===== config.mk =====
export PLATFORM = sky130hd
export DESIGN_NAME = audio_mix_sequencer
export DESIGN_NICKNAME = d
export VERILOG_FILES = /design/src/rtl/audio_pkg.sv /design/src/rtl/audio_prefilter.sv /design/src/rtl/audio_mix_sequencer.sv
export SDC_FILE = /design/constraint.sdc
export NUM_CORES = 1
export LEC_CHECK = 0
export ABC_AREA = 1
export CORE_MARGIN = 1
export CORE_UTILIZATION = 50
export CTS_CLUSTER_DIAMETER = 40
export DETAILED_ROUTE_END_ITERATION = 8
export PLACE_DENSITY = 0.81
export SLEW_MARGIN = 10
export SYNTH_ARGS = -nofsm -noshare
export SYNTH_HDL_FRONTEND = slang
export SYNTH_SLANG_ARGS = --single-unit

===== constraint.sdc =====
create_clock -name clk -period 7.12 [get_ports clk]
set_clock_uncertainty 0.15 [all_clocks]
set_input_delay 1.78 -clock clk [delete_from_list [all_inputs] [get_ports clk]]
set_output_delay 1.78 -clock clk [all_outputs]
set_load 0.1 [all_outputs]

===== src/rtl/audio_pkg.sv =====
// Shared types and sizing helpers for the audio mixer slice.
package audio_pkg;

    localparam int AUDIO_DW_DEFAULT = 13;

    typedef enum logic [1:0] {
        IDLE  = 2'd0,
        LATCH = 2'd1,
        ACCUM = 2'd2,
        SAT   = 2'd3
    } mix_state_t;

    // Headroom of clog2(n) bits lets n full-scale words sum without wrapping.
    function automatic int acc_dw(input int dw, input int n);
        return dw + $clog2(n);
    endfunction

endpackage


===== src/rtl/audio_prefilter.sv =====
// Single-lane prefilter: an input with its MSB set pins the output to full scale.
module audio_prefilter
    import audio_pkg::*;
#(
    parameter int AUDIO_DW = AUDIO_DW_DEFAULT
) (
    input  logic [AUDIO_DW-1:0] din,
    output logic [AUDIO_DW-1:0] dout
);

    // Clamp on MSB, otherwise pass the lower bits through.
    always_comb begin
        if (din[AUDIO_DW-1]) begin
            dout = {AUDIO_DW{1'b1}};
        end else begin
            dout = {1'b0, din[AUDIO_DW-2:0]};
        end
    end

endmodule


===== src/rtl/audio_mix_sequencer.sv =====
// Time-multiplexed stereo mixer sharing one prefilter lane across NUM_CH sources.
// Optional request queueing is enabled by defining AUDIO_MIX_PENDING_EN.
module audio_mix_sequencer
    import audio_pkg::*;
#(
    parameter int AUDIO_DW = AUDIO_DW_DEFAULT,
    parameter int NUM_CH   = 4
) (
    input  logic                       clk,
    input  logic                       reset,
    input  logic                       sample_req,
    input  logic [NUM_CH*AUDIO_DW-1:0] ch_data,
    input  logic [NUM_CH-1:0]          ch_en_l,
    input  logic [NUM_CH-1:0]          ch_en_r,
    output logic [AUDIO_DW-1:0]        dout_l,
    output logic [AUDIO_DW-1:0]        dout_r,
    output logic                       dout_valid,
    output logic                       busy,
    output logic                       overrun
);

    localparam int ACC_W = acc_dw(AUDIO_DW, NUM_CH);
    localparam int IDX_W = $clog2(NUM_CH);
    localparam logic [IDX_W-1:0] IDX_LAST = IDX_W'(NUM_CH - 1);
    localparam logic [IDX_W-1:0] IDX_ONE  = {{(IDX_W-1){1'b0}}, 1'b1};
    localparam logic [ACC_W-1:0] SAT_LIM  = {{(ACC_W-AUDIO_DW){1'b0}}, {AUDIO_DW{1'b1}}};

    mix_state_t          state_r;
    logic [IDX_W-1:0]    idx_r;
    logic [ACC_W-1:0]    acc_l_r;
    logic [ACC_W-1:0]    acc_r_r;
    logic [AUDIO_DW-1:0] snap_r [NUM_CH];
    logic [NUM_CH-1:0]   en_l_r;
    logic [NUM_CH-1:0]   en_r_r;
    logic [AUDIO_DW-1:0] pf_s;
    logic [ACC_W-1:0]    pf_ext_s;
    logic                busy_req_s;
    logic                drop_s;
    logic                hold_s;
`ifdef AUDIO_MIX_PENDING_EN
    logic                pending_r;
`endif

    function automatic logic [AUDIO_DW-1:0] sat_word(input logic [ACC_W-1:0] acc);
        if (acc >= SAT_LIM) begin
            return {AUDIO_DW{1'b1}};
        end else begin
            return acc[AUDIO_DW-1:0];
        end
    endfunction

    audio_prefilter #(
        .AUDIO_DW (AUDIO_DW)
    ) u_prefilter (
        .din  (snap_r[idx_r]),
        .dout (pf_s)
    );

    assign pf_ext_s   = {{(ACC_W-AUDIO_DW){1'b0}}, pf_s};
    assign busy_req_s = sample_req && (state_r != IDLE);

    // A request arriving outside IDLE is either queued (one deep) or dropped.
    always_comb begin
`ifdef AUDIO_MIX_PENDING_EN
        if (pending_r) begin
            drop_s = busy_req_s;
            hold_s = 1'b0;
        end else begin
            drop_s = 1'b0;
            hold_s = busy_req_s;
        end
`else
        drop_s = busy_req_s;
        hold_s = 1'b0;
`endif
    end

    // Sequencer FSM with index counter, accumulators and registered outputs.
    always_ff @(posedge clk) begin
        if (reset) begin
            state_r    <= IDLE;
            idx_r      <= {IDX_W{1'b0}};
            acc_l_r    <= {ACC_W{1'b0}};
            acc_r_r    <= {ACC_W{1'b0}};
            en_l_r     <= {NUM_CH{1'b0}};
            en_r_r     <= {NUM_CH{1'b0}};
            for (int k = 0; k < NUM_CH; k++) begin
                snap_r[k] <= {AUDIO_DW{1'b0}};
            end
            dout_l     <= {AUDIO_DW{1'b0}};
            dout_r     <= {AUDIO_DW{1'b0}};
            dout_valid <= 1'b0;
            busy       <= 1'b0;
            overrun    <= 1'b0;
`ifdef AUDIO_MIX_PENDING_EN
            pending_r  <= 1'b0;
`endif
        end else begin
            dout_valid <= 1'b0;
            overrun    <= drop_s;
`ifdef AUDIO_MIX_PENDING_EN
            if (hold_s) begin
                pending_r <= 1'b1;
            end else begin
                pending_r <= pending_r;
            end
`endif
            case (state_r)
                IDLE: begin
                    if (sample_req) begin
                        state_r <= LATCH;
                        busy    <= 1'b1;
                    end else begin
                        state_r <= IDLE;
                    end
                end
                LATCH: begin
                    for (int k = 0; k < NUM_CH; k++) begin
                        snap_r[k] <= ch_data[k*AUDIO_DW +: AUDIO_DW];
                    end
                    en_l_r  <= ch_en_l;
                    en_r_r  <= ch_en_r;
                    acc_l_r <= {ACC_W{1'b0}};
                    acc_r_r <= {ACC_W{1'b0}};
                    idx_r   <= {IDX_W{1'b0}};
                    state_r <= ACCUM;
                end
                ACCUM: begin
                    if (en_l_r[idx_r]) begin
                        acc_l_r <= acc_l_r + pf_ext_s;
                    end else begin
                        acc_l_r <= acc_l_r;
                    end
                    if (en_r_r[idx_r]) begin
                        acc_r_r <= acc_r_r + pf_ext_s;
                    end else begin
                        acc_r_r <= acc_r_r;
                    end
                    if (idx_r == IDX_LAST) begin
                        state_r <= SAT;
                    end else begin
                        idx_r <= idx_r + IDX_ONE;
                    end
                end
                SAT: begin
                    dout_l     <= sat_word(acc_l_r);
                    dout_r     <= sat_word(acc_r_r);
                    dout_valid <= 1'b1;
`ifdef AUDIO_MIX_PENDING_EN
                    // A queued request (or one landing now) restarts without an IDLE gap.
                    pending_r <= 1'b0;
                    if (pending_r || hold_s) begin
                        state_r <= LATCH;
                        busy    <= 1'b1;
                    end else begin
                        state_r <= IDLE;
                        busy    <= 1'b0;
                    end
`else
                    state_r <= IDLE;
                    busy    <= 1'b0;
`endif
                end
                default: begin
                    state_r <= IDLE;
                    busy    <= 1'b0;
                end
            endcase
        end
    end

endmodule


# Word level (Yosys, flattened, before mapping)
# Memories as Yosys holds them, arrays and structs flattened. A register that Yosys moved wholly into a read port is not among the register bits.
# Cells that the tools add are included.
[totals]
register_bits = 71
ram_bits = 52
in_bits = 63
word_cells = 70
mem_count = 1
[memory_table]
columns = ["memory", "words", "width", "read_ports", "rd_clocked_by_memory_dff", "write_ports", "line_no", "rtl"]
rows = [
  ["snap_r", 4, 13, 1, 1, 4, "audio_mix_sequencer.sv:32", "logic [AUDIO_DW-1:0] snap_r [NUM_CH];"],
]
[op_classes]
addsub = 3
n_lt_le_gt_ge = 3
n_eq_ne = 9
mux = 30
n_bitwise = 4
reduce_logical = 9
[op_table]
columns = ["op", "count"]
rows = [
  ["13-bit two-way mux", 7],
  ["15-bit one-hot mux with 2 select lines", 2],
  ["15-bit by 13-bit adder with 15-bit output", 2],
  ["15-bit by 13-bit >= comparator with 1-bit output (second input constant)", 2],
  ["15-bit two-way mux", 2],
  ["1-bit two-way mux", 10],
  ["2-bit != test (second input constant)", 5],
  ["2-bit two-way mux", 4],
  ["2-bit one-hot mux with 4 select lines", 1],
  ["2-bit AND reduction", 4],
  ["2-bit equality test (second input constant)", 3],
  ["2-bit nonzero test", 3],
  ["1-bit binary-select mux with 2-bit select", 2],
  ["1-bit bitwise OR", 4],
  ["2-bit one-hot mux with 2 select lines", 1],
  ["2-bit by 3-bit less-than comparator with 1-bit output (second input constant)", 1],
  ["2-bit by 1-bit adder with 2-bit output (second input constant)", 1],
  ["2-bit by 1-bit equality test with 1-bit output (second input constant)", 1],
  ["2-bit zero test", 1],
  ["1-bit one-hot mux with 2 select lines", 1],
  ["1-bit logical AND", 1],
]

# Depth between registers and ports, before layout
# Gate-level depths: netlist (run 1).
[depth]
ltp_word = 5
ltp_mapped = 19
depth_no_buf = 17

# Modules after synthesis
# From an unflattened synthesis (run 1), not the netlist that was laid out.
[hier_totals]
cells_unflattened = 972
area_unflattened_um2 = 7084.3
[by_module_without_submodules]
columns = ["module", "instances", "cells_per_inst", "area_each_um2", "seq_area_each_um2"]
rows = [
  ["audio_mix_sequencer", 1, 945, 6971.7, 3022.9],
  ["audio_prefilter", 1, 27, 112.6, 0.0],
]

# Worst setup path before layout (run 1)
# Ideal clock, no wire load.
[synth_path]
path_kind = "input-to-reg"
startpoint = "input reset"
endpoint = "memory snap_r[0][0] (netlist bit), enable pin"
setup_ps = 414
t_arrival_ps = 3226
path_slack_ps = 3330
path_stages = 3
path_buffers = 1
cell_sequence = "clkbuf_1 inv_1 nand2_1"
[synth_lines]
columns = ["item", "line_no", "rtl"]
rows = [
  ["start, declared", "audio_mix_sequencer.sv:10", "input logic reset,"],
  ["end, declared", "audio_mix_sequencer.sv:32", ""],
]

==> results of run 1 <==
==> report_power, final <==
| group | internal, W | leakage, nW | total, W | switching, W |
|---|---|---|---|---|
| Combinational | 0.000373 | 2.68 | 0.00121 | 0.000837 |
| Sequential | 0.000898 | 1.14 | 0.000976 | 0.0000782 |
| Clock | 0.000527 | 0.292 | 0.000817 | 0.000290 |
| Total | 0.00180 | 4.11 | 0.00300 | 0.00121 |
==> stage by stage <==
step           utilization, %  total power (W)  instances  cell area, µm²
2_1_floorplan               -          0.00190        968            7050
3_3_place_gp             58.2          0.00215       1210            8050
3_5_place_dp             58.2          0.00218       1210            8050
4_1_cts                  62.4          0.00300       1241            8620
5_1_grt                  62.4          0.00318       1241            8620
6_report                 62.4          0.00300       1241            8620
==> cells in the mapped netlist, types with 9 or more instances <==
library cell  number
o221ai_1          11
clkbuf_1          18
dfxtp_1           73
nor2_1           157
ha_1              35
o21ai_0           60
nand3_1           57
nor3_1             9
inv_1            165
a21oi_1           44
or2_2              9
edfxtp_1          52
nand2_1          198
nand4_1           13
==> metal layers <==
layer | GRT usage, % | vias up | share of wire (%)
met2 | 35.9 | 257 | 44
li1 | - | 3244 | -
met5 | 0 | - | 0
met4 | 10.4 | 0 | 2.4
met3 | 4.34 | 23 | 7.4
met1 | 31.9 | 2735 | 47
==> sequential cells by signal, summed over array words and instances (netlist names), named ones only <==
name	count
idx_r	2
en_l_r	4
acc_l_r	15
dout_r	13
dout_l	13
state_r	2
dout_valid	1
en_r_r	4
busy	1
acc_r_r	15
snap_r	52
overrun	1
==> final timing paths <==
kind              cells past startpoint                        to  slack, ns
hold reg to reg                       2    en_l_r[0]$_SDFFE_PP0P_       0.32
setup reg to reg                     14  acc_r_r[13]$_SDFFE_PP0P_       2.79
hold / removal                        2    en_l_r[0]$_SDFFE_PP0P_       0.32
setup / recovery                     14  acc_r_r[13]$_SDFFE_PP0P_       2.79
==> worst reg2reg max path: stages, from the launching register on <==
cell,delay [ns]
dfxtp_1,0.82
clkinv_1,0.79
nand2_1,0.21
a32o_1,0.50
o221ai_1,0.42
ha_1,0.48
nand2_1,0.12
inv_1,0.08
nand3_1,0.10
nor3_1,0.20
nand2_1,0.09
nand2_1,0.10
nand3_1,0.07
nand2_1,0.06
nor2_1,0.04
==> cell usage in the layout (no fill, tap or decap), drive strengths merged, types with 2 or more instances in the layout <==
master	count
nand3b	2
clkbuf	26
and2	5
clkinv	8
a21boi	2
fa	2
clkdlybuf4s50	90
edfxtp	52
a31oi	2
nand4	13
a31o	5
or2	9
o22ai	2
nand3	57
a21oi	48
o21ai	62
buf	4
nor3	9
ha	35
o211ai	2
o221ai	11
nor2	157
inv	170
xnor2	2
dfxtp	73
nand2	206
and3	2
xor2	2
==> area by class of cell <==
| class | instances | area, µm² |
|---|---|---|
| repair buffers | 94 | 928 |
| clock buffers | 26 | 552 |
| fillers | 1199 | 5200 |
| multi-input cells | 638 | 3220 |
| inverters | 173 | 651 |
| flip-flops and latches | 125 | 3020 |
| clock inverters | 5 | 25.0 |
| well taps | 180 | 225 |
==> kinds of logic (layout without fill, tap and decap cells) <==
kind of cell | after synthesis | in the layout | synth area share (%)
AOI/OAI and AO/OA | 136 | 136 | 11.0
and+or+nand+nor | 461 | 461 | 27.3
buffers and inverters | 205 | 298 | 11.5
xor gates and xnor gates | 4 | 4 | 0.497
DFF | 125 | 125 | 42.9
adders and majority gates | 37 | 37 | 6.78
==> run summary, run 1 <==
number of enable flip-flop cells after synthesis: 52
fmax: 231 MHz
Hold Fails Final Rpt: 0
crit path time final: 4.33 ns
initial DRC count: 427
clk buf depth: 2
Final Net Count: 1149
sequential fraction of the synthesis area: 42.9%
status: completed
share of layout cells above drive strength 1: 6.22%
post-synthesis sequential element count: 125
most frequent CP cell: nand2_1
Syn Area/Cell: 7.29 µm²
Startpoint Class: register
Min-Delay Startpoint: en_l_r[0]$_SDFFE_PP0P_
leading area contributor after synthesis: edfxtp_1
Vias: 6259
Routed WL: 16000 µm
All-Layer GR Usage: 23.4%
TritonCTS clock tree: built
Resized Gates After CTS: 0
clock root buffer: clkbuf_16
Netlist Area Pre-Place: 7050 µm²
setup bufs post-CTS: 0
Detailed Place HPWL: 11800 µm
io pins: 92
unrepaired setup endpoints after global routing: no
worst path buffer plus inverter count: 2
clock sinks: 125
initial antenna violation count: 0
Synth Instances: 968
CP delay by family, top: simple AND/OR/NAND/NOR gates
Distinct cells, synth: 39
worst endpoint required time: 7.28 ns
relative slew slack: 35.3%
total clock buffers created by CTS: 17
post-route ant nets: 0
vias in the first global route: 5502
setup_tns: 0 ns
Final WS setup: 2.79 ns
Max-Cap Viols: 0
GRT overflow: 0
Max VDD drop: 0.191 mV
Syn-to-layout area delta: 22.3%
CP endpoint kind: register
hold_ws: 0.321 ns
setup violators final: 0
Wirelength per Cell: 12.9 µm
critical-path cell list: clkinv_1 -> nand2_1 -> a32o_1 -> o221ai_1 -> ha_1 -> nand2_1 -> inv_1 -> nand3_1 -> nor3_1 -> nand2_1 -> nand2_1 -> nand3_1 -> nand2_1 -> nor2_1
clock-pin slew on the worst setup and hold paths: 0.05 ns
largest net degree at the start of global routing: 57
Rows: 43
Worst path slowest cell: dfxtp_1
area share of the largest cell type after synthesis: 22.1%
die height: 121 µm
Top FF cell, synth: dfxtp_1
Initial Util: 51.0%
CP peak stage delay: 0.82 ns
die width: 121 µm
hold_buf cts: 0
pwr/cell area: 348 nW/µm²
ranking of synthesized cells by area: edfxtp_1, dfxtp_1, nand2_1
Worst Max-Slew Pin Slew: 0.967 ns
Core Footprint: 13800 µm²
Worst Path Arrival: 4.49 ns
synth warn: 0
WS Path Type: reg2reg
Final period util: 60.8%
Die Area: 14600 µm²
clk_lat worst skew: 0.42 ns
routability cong.: 0.941
htree depth: 4
DR pass1 iterations: 5
IO Port Bufs: 91
number of inserted diodes: 0
Max Slew Vio Count: 0
HP Class: reg2reg
leakage power total: 4.11 nW
asr flop ratio synth: 0%
syn nets: 1068
post-place setup slack: 2.72 ns
critical path peak fanout: 27
Via density: 5.04
DR DRC count: 0
first-pass GRT wire length: 26300 µm
(Power assumes the default switching activity.)
==> run 2: changes to the inputs <==
Clock period 7.12 ns to 4.4 ns, I/O delays scaled along.
==> run summary, run 2 (synthesis gave the netlist of run 1 again) <==
status: completed
routability cong.: 0.967 (+2.8%)
crit path time final: 3.44 ns (-0.885 ns)
Reg area: 3020 µm² (unchanged)
setup_tns: 0 ns (unchanged)
post-route ant nets: 0 (unchanged)
Core Footprint: 13800 µm² (unchanged)
Final period util: 78.2% (+17 points)
first-pass GRT wire length: 27600 µm (+4.9%)
Worst path slowest cell: dfxtp_1
Largest Register: snap_r
Syn-to-layout area delta: 22.8%
worst path buffer plus inverter count: 3 (+1)
most common cell after layout, fill and taps aside: nand2_1
CP peak stage delay: 0.52 ns (-0.30 ns)
share of layout cells above drive strength 1: 6.37% (+0.15 points)
R2R depth: 16 (+2)
critical-path cell list: inv_1 -> a21oi_1 -> a32o_1 -> o221ai_1 -> ha_1 -> inv_1 -> fa_1 -> inv_1 -> nand3_1 -> nand3_1 -> nand2_1 -> nand2_1 -> nand2_1 -> nand2_1 -> a21boi_0 -> nor2_1
initial DRC count: 375 (-12%)
Initial Util: 51.0% (unchanged)
largest net degree at the start of global routing: 53 (-7.0%)
Worst Max-Slew Pin Slew: 0.962 ns (-0.00527 ns)
All-Layer GR Usage: 24.3% (+0.94 points)
relative slew slack: 35.7% (+0.35 points)
Detailed Place HPWL: 12300 µm (+4.2%)
max reg flops: 52 (unchanged)
hold path depth: 2 (unchanged)
Max VDD drop: 0.321 mV (+68%)
setup violators final: 0 (unchanged)
pwr/cell area: 570 nW/µm² (+64%)
fmax: 291 MHz (+26%)
Routed WL: 16500 µm (+3.0%)
Final Net Count: 1154 (+0.44%)
initial antenna violation count: 0 (unchanged)
Wirelength per Cell: 13.2 µm (+2.5%)
DR pass1 iterations: 5 (unchanged)
Die Area: 14600 µm² (unchanged)
GRT overflow: 0 (unchanged)
worst endpoint required time: 4.56 ns (-2.72 ns)
die height: 121 µm (unchanged)
unrepaired setup endpoints after global routing: no
number of inserted diodes: 0 (unchanged)
CP endpoint kind: register
htree depth: 4 (unchanged)
vias in the first global route: 5739 (+4.3%)
most frequent CP cell: nand2_1
clk buf depth: 2 (unchanged)
reg2reg end: acc_l_r[14]$_SDFFE_PP0P_
Rows: 43 (unchanged)
leakage power total: 4.11 nW (+0.14%)
Hold Fails Final Rpt: 0 (unchanged)
most frequent cells in the layout: nand2_1, inv_1, nor2_1
DR DRC count: 0 (unchanged)
Final WS setup: 0.960 ns (-1.83 ns)
Worst Path Arrival: 3.60 ns (-0.89 ns)
clock root buffer: clkbuf_16
hold_buf cts: 0 (unchanged)
Min-Delay Startpoint: en_l_r[0]$_SDFFE_PP0P_
Resized Gates After CTS: 0 (unchanged)
Fill cells: 1220 (+1.8%)
post-place setup slack: 1.02 ns (-1.70 ns)
IO Port Bufs: 91 (unchanged)
hold endpoint: en_l_r[0]$_SDFFE_PP0P_
area taken by multi-input logic gates: 3220 µm² (unchanged)
top flop regs: snap_r (52), acc_l_r (15), acc_r_r (15)
R2R Setup Slk: 0.96 ns (-1.83 ns)
clk_lat worst skew: 0.42 ns (about the same)
Startpoint Class: register
total clock buffers created by CTS: 17 (unchanged)
TritonCTS clock tree: built
clock-pin slew on the worst setup and hold paths: 0.05 ns (about the same)
WS Path Type: reg2reg
Max Slew Vio Count: 0 (unchanged)
Vias: 6280 (+0.34%)
die width: 121 µm (unchanged)
HP Class: reg2reg
io pins: 92 (unchanged)
clock sinks: 125 (unchanged)
Via density: 5.04 (-0.15%)
setup bufs post-CTS: 0 (unchanged)
Max-Cap Viols: 0 (unchanged)
critical path peak fanout: 14 (-48%)
CP delay by family, top: compound AO/OA/AOI/OAI gates
run 2: layer usage:
layer  share of wire, %  global-route usage (%)
met5                  0                       0
met4                2.9                    11.3
met3                7.1                    4.62
met2                 44                    38.3
met1                 46                    32.2
run 2: worst register-to-register path: cells and delay by family, from the launching register on:
kind / cells / cell delay [ns]
DFF: 1 / 0.52
adders and majority gates: 2 / 0.49
and+or+nand+nor: 7 / 0.64
AOI/OAI and AO/OA: 4 / 1.11
buffers and inverters: 3 / 0.41
run 2: power by group:
part | internal [W] | switching, W | total (W)
clock | 0.000874 | 0.000501 | 0.00137
sequential | 0.00145 | 0.000110 | 0.00156
combinational | 0.000614 | 0.00139 | 0.00200
run 2: cell type report:
| type | count | share of cell area, % |
|---|---|---|
| repair buffers | 99 | 11.1 |
| flip-flops and latches | 125 | 34.9 |
| well taps | 180 | 2.60 |
| clock buffers | 17 | 4.91 |
| clock inverters | 15 | 1.78 |
| inverters | 173 | 7.51 |
| multi-input cells | 638 | 37.2 |
run 2: worst max path at each step:
stage                  start                         end  slack, ns  cells after the start
floorplan              reset  snap_r[0][0]$_SDFFCE_PN0P_       1.29                      3
finish              register    acc_l_r[14]$_SDFFE_PP0P_       0.96                     16
global placement    register     acc_l_r[5]$_SDFFE_PP0P_       1.09                     12
global route        register    acc_r_r[14]$_SDFFE_PP0P_       0.66                     12
detailed placement  register    acc_l_r[14]$_SDFFE_PP0P_       1.02                     16
CTS                 register    acc_l_r[14]$_SDFFE_PP0P_       0.98                     16
run 2: per-stage QoR:
stage	hold WS [ns]	cells	total power (W)	area [µm²]	utilization [%]
after floorplan	0.289	968	0.00307	7050	-
after global placement	0.301	1215	0.00353	8090	58.5
after detailed placement	0.304	1215	0.00355	8090	58.5
after CTS	0.312	1247	0.00493	8660	62.7
after global routing	0.344	1247	0.00523	8660	62.7
final	0.311	1247	0.00494	8660	62.7
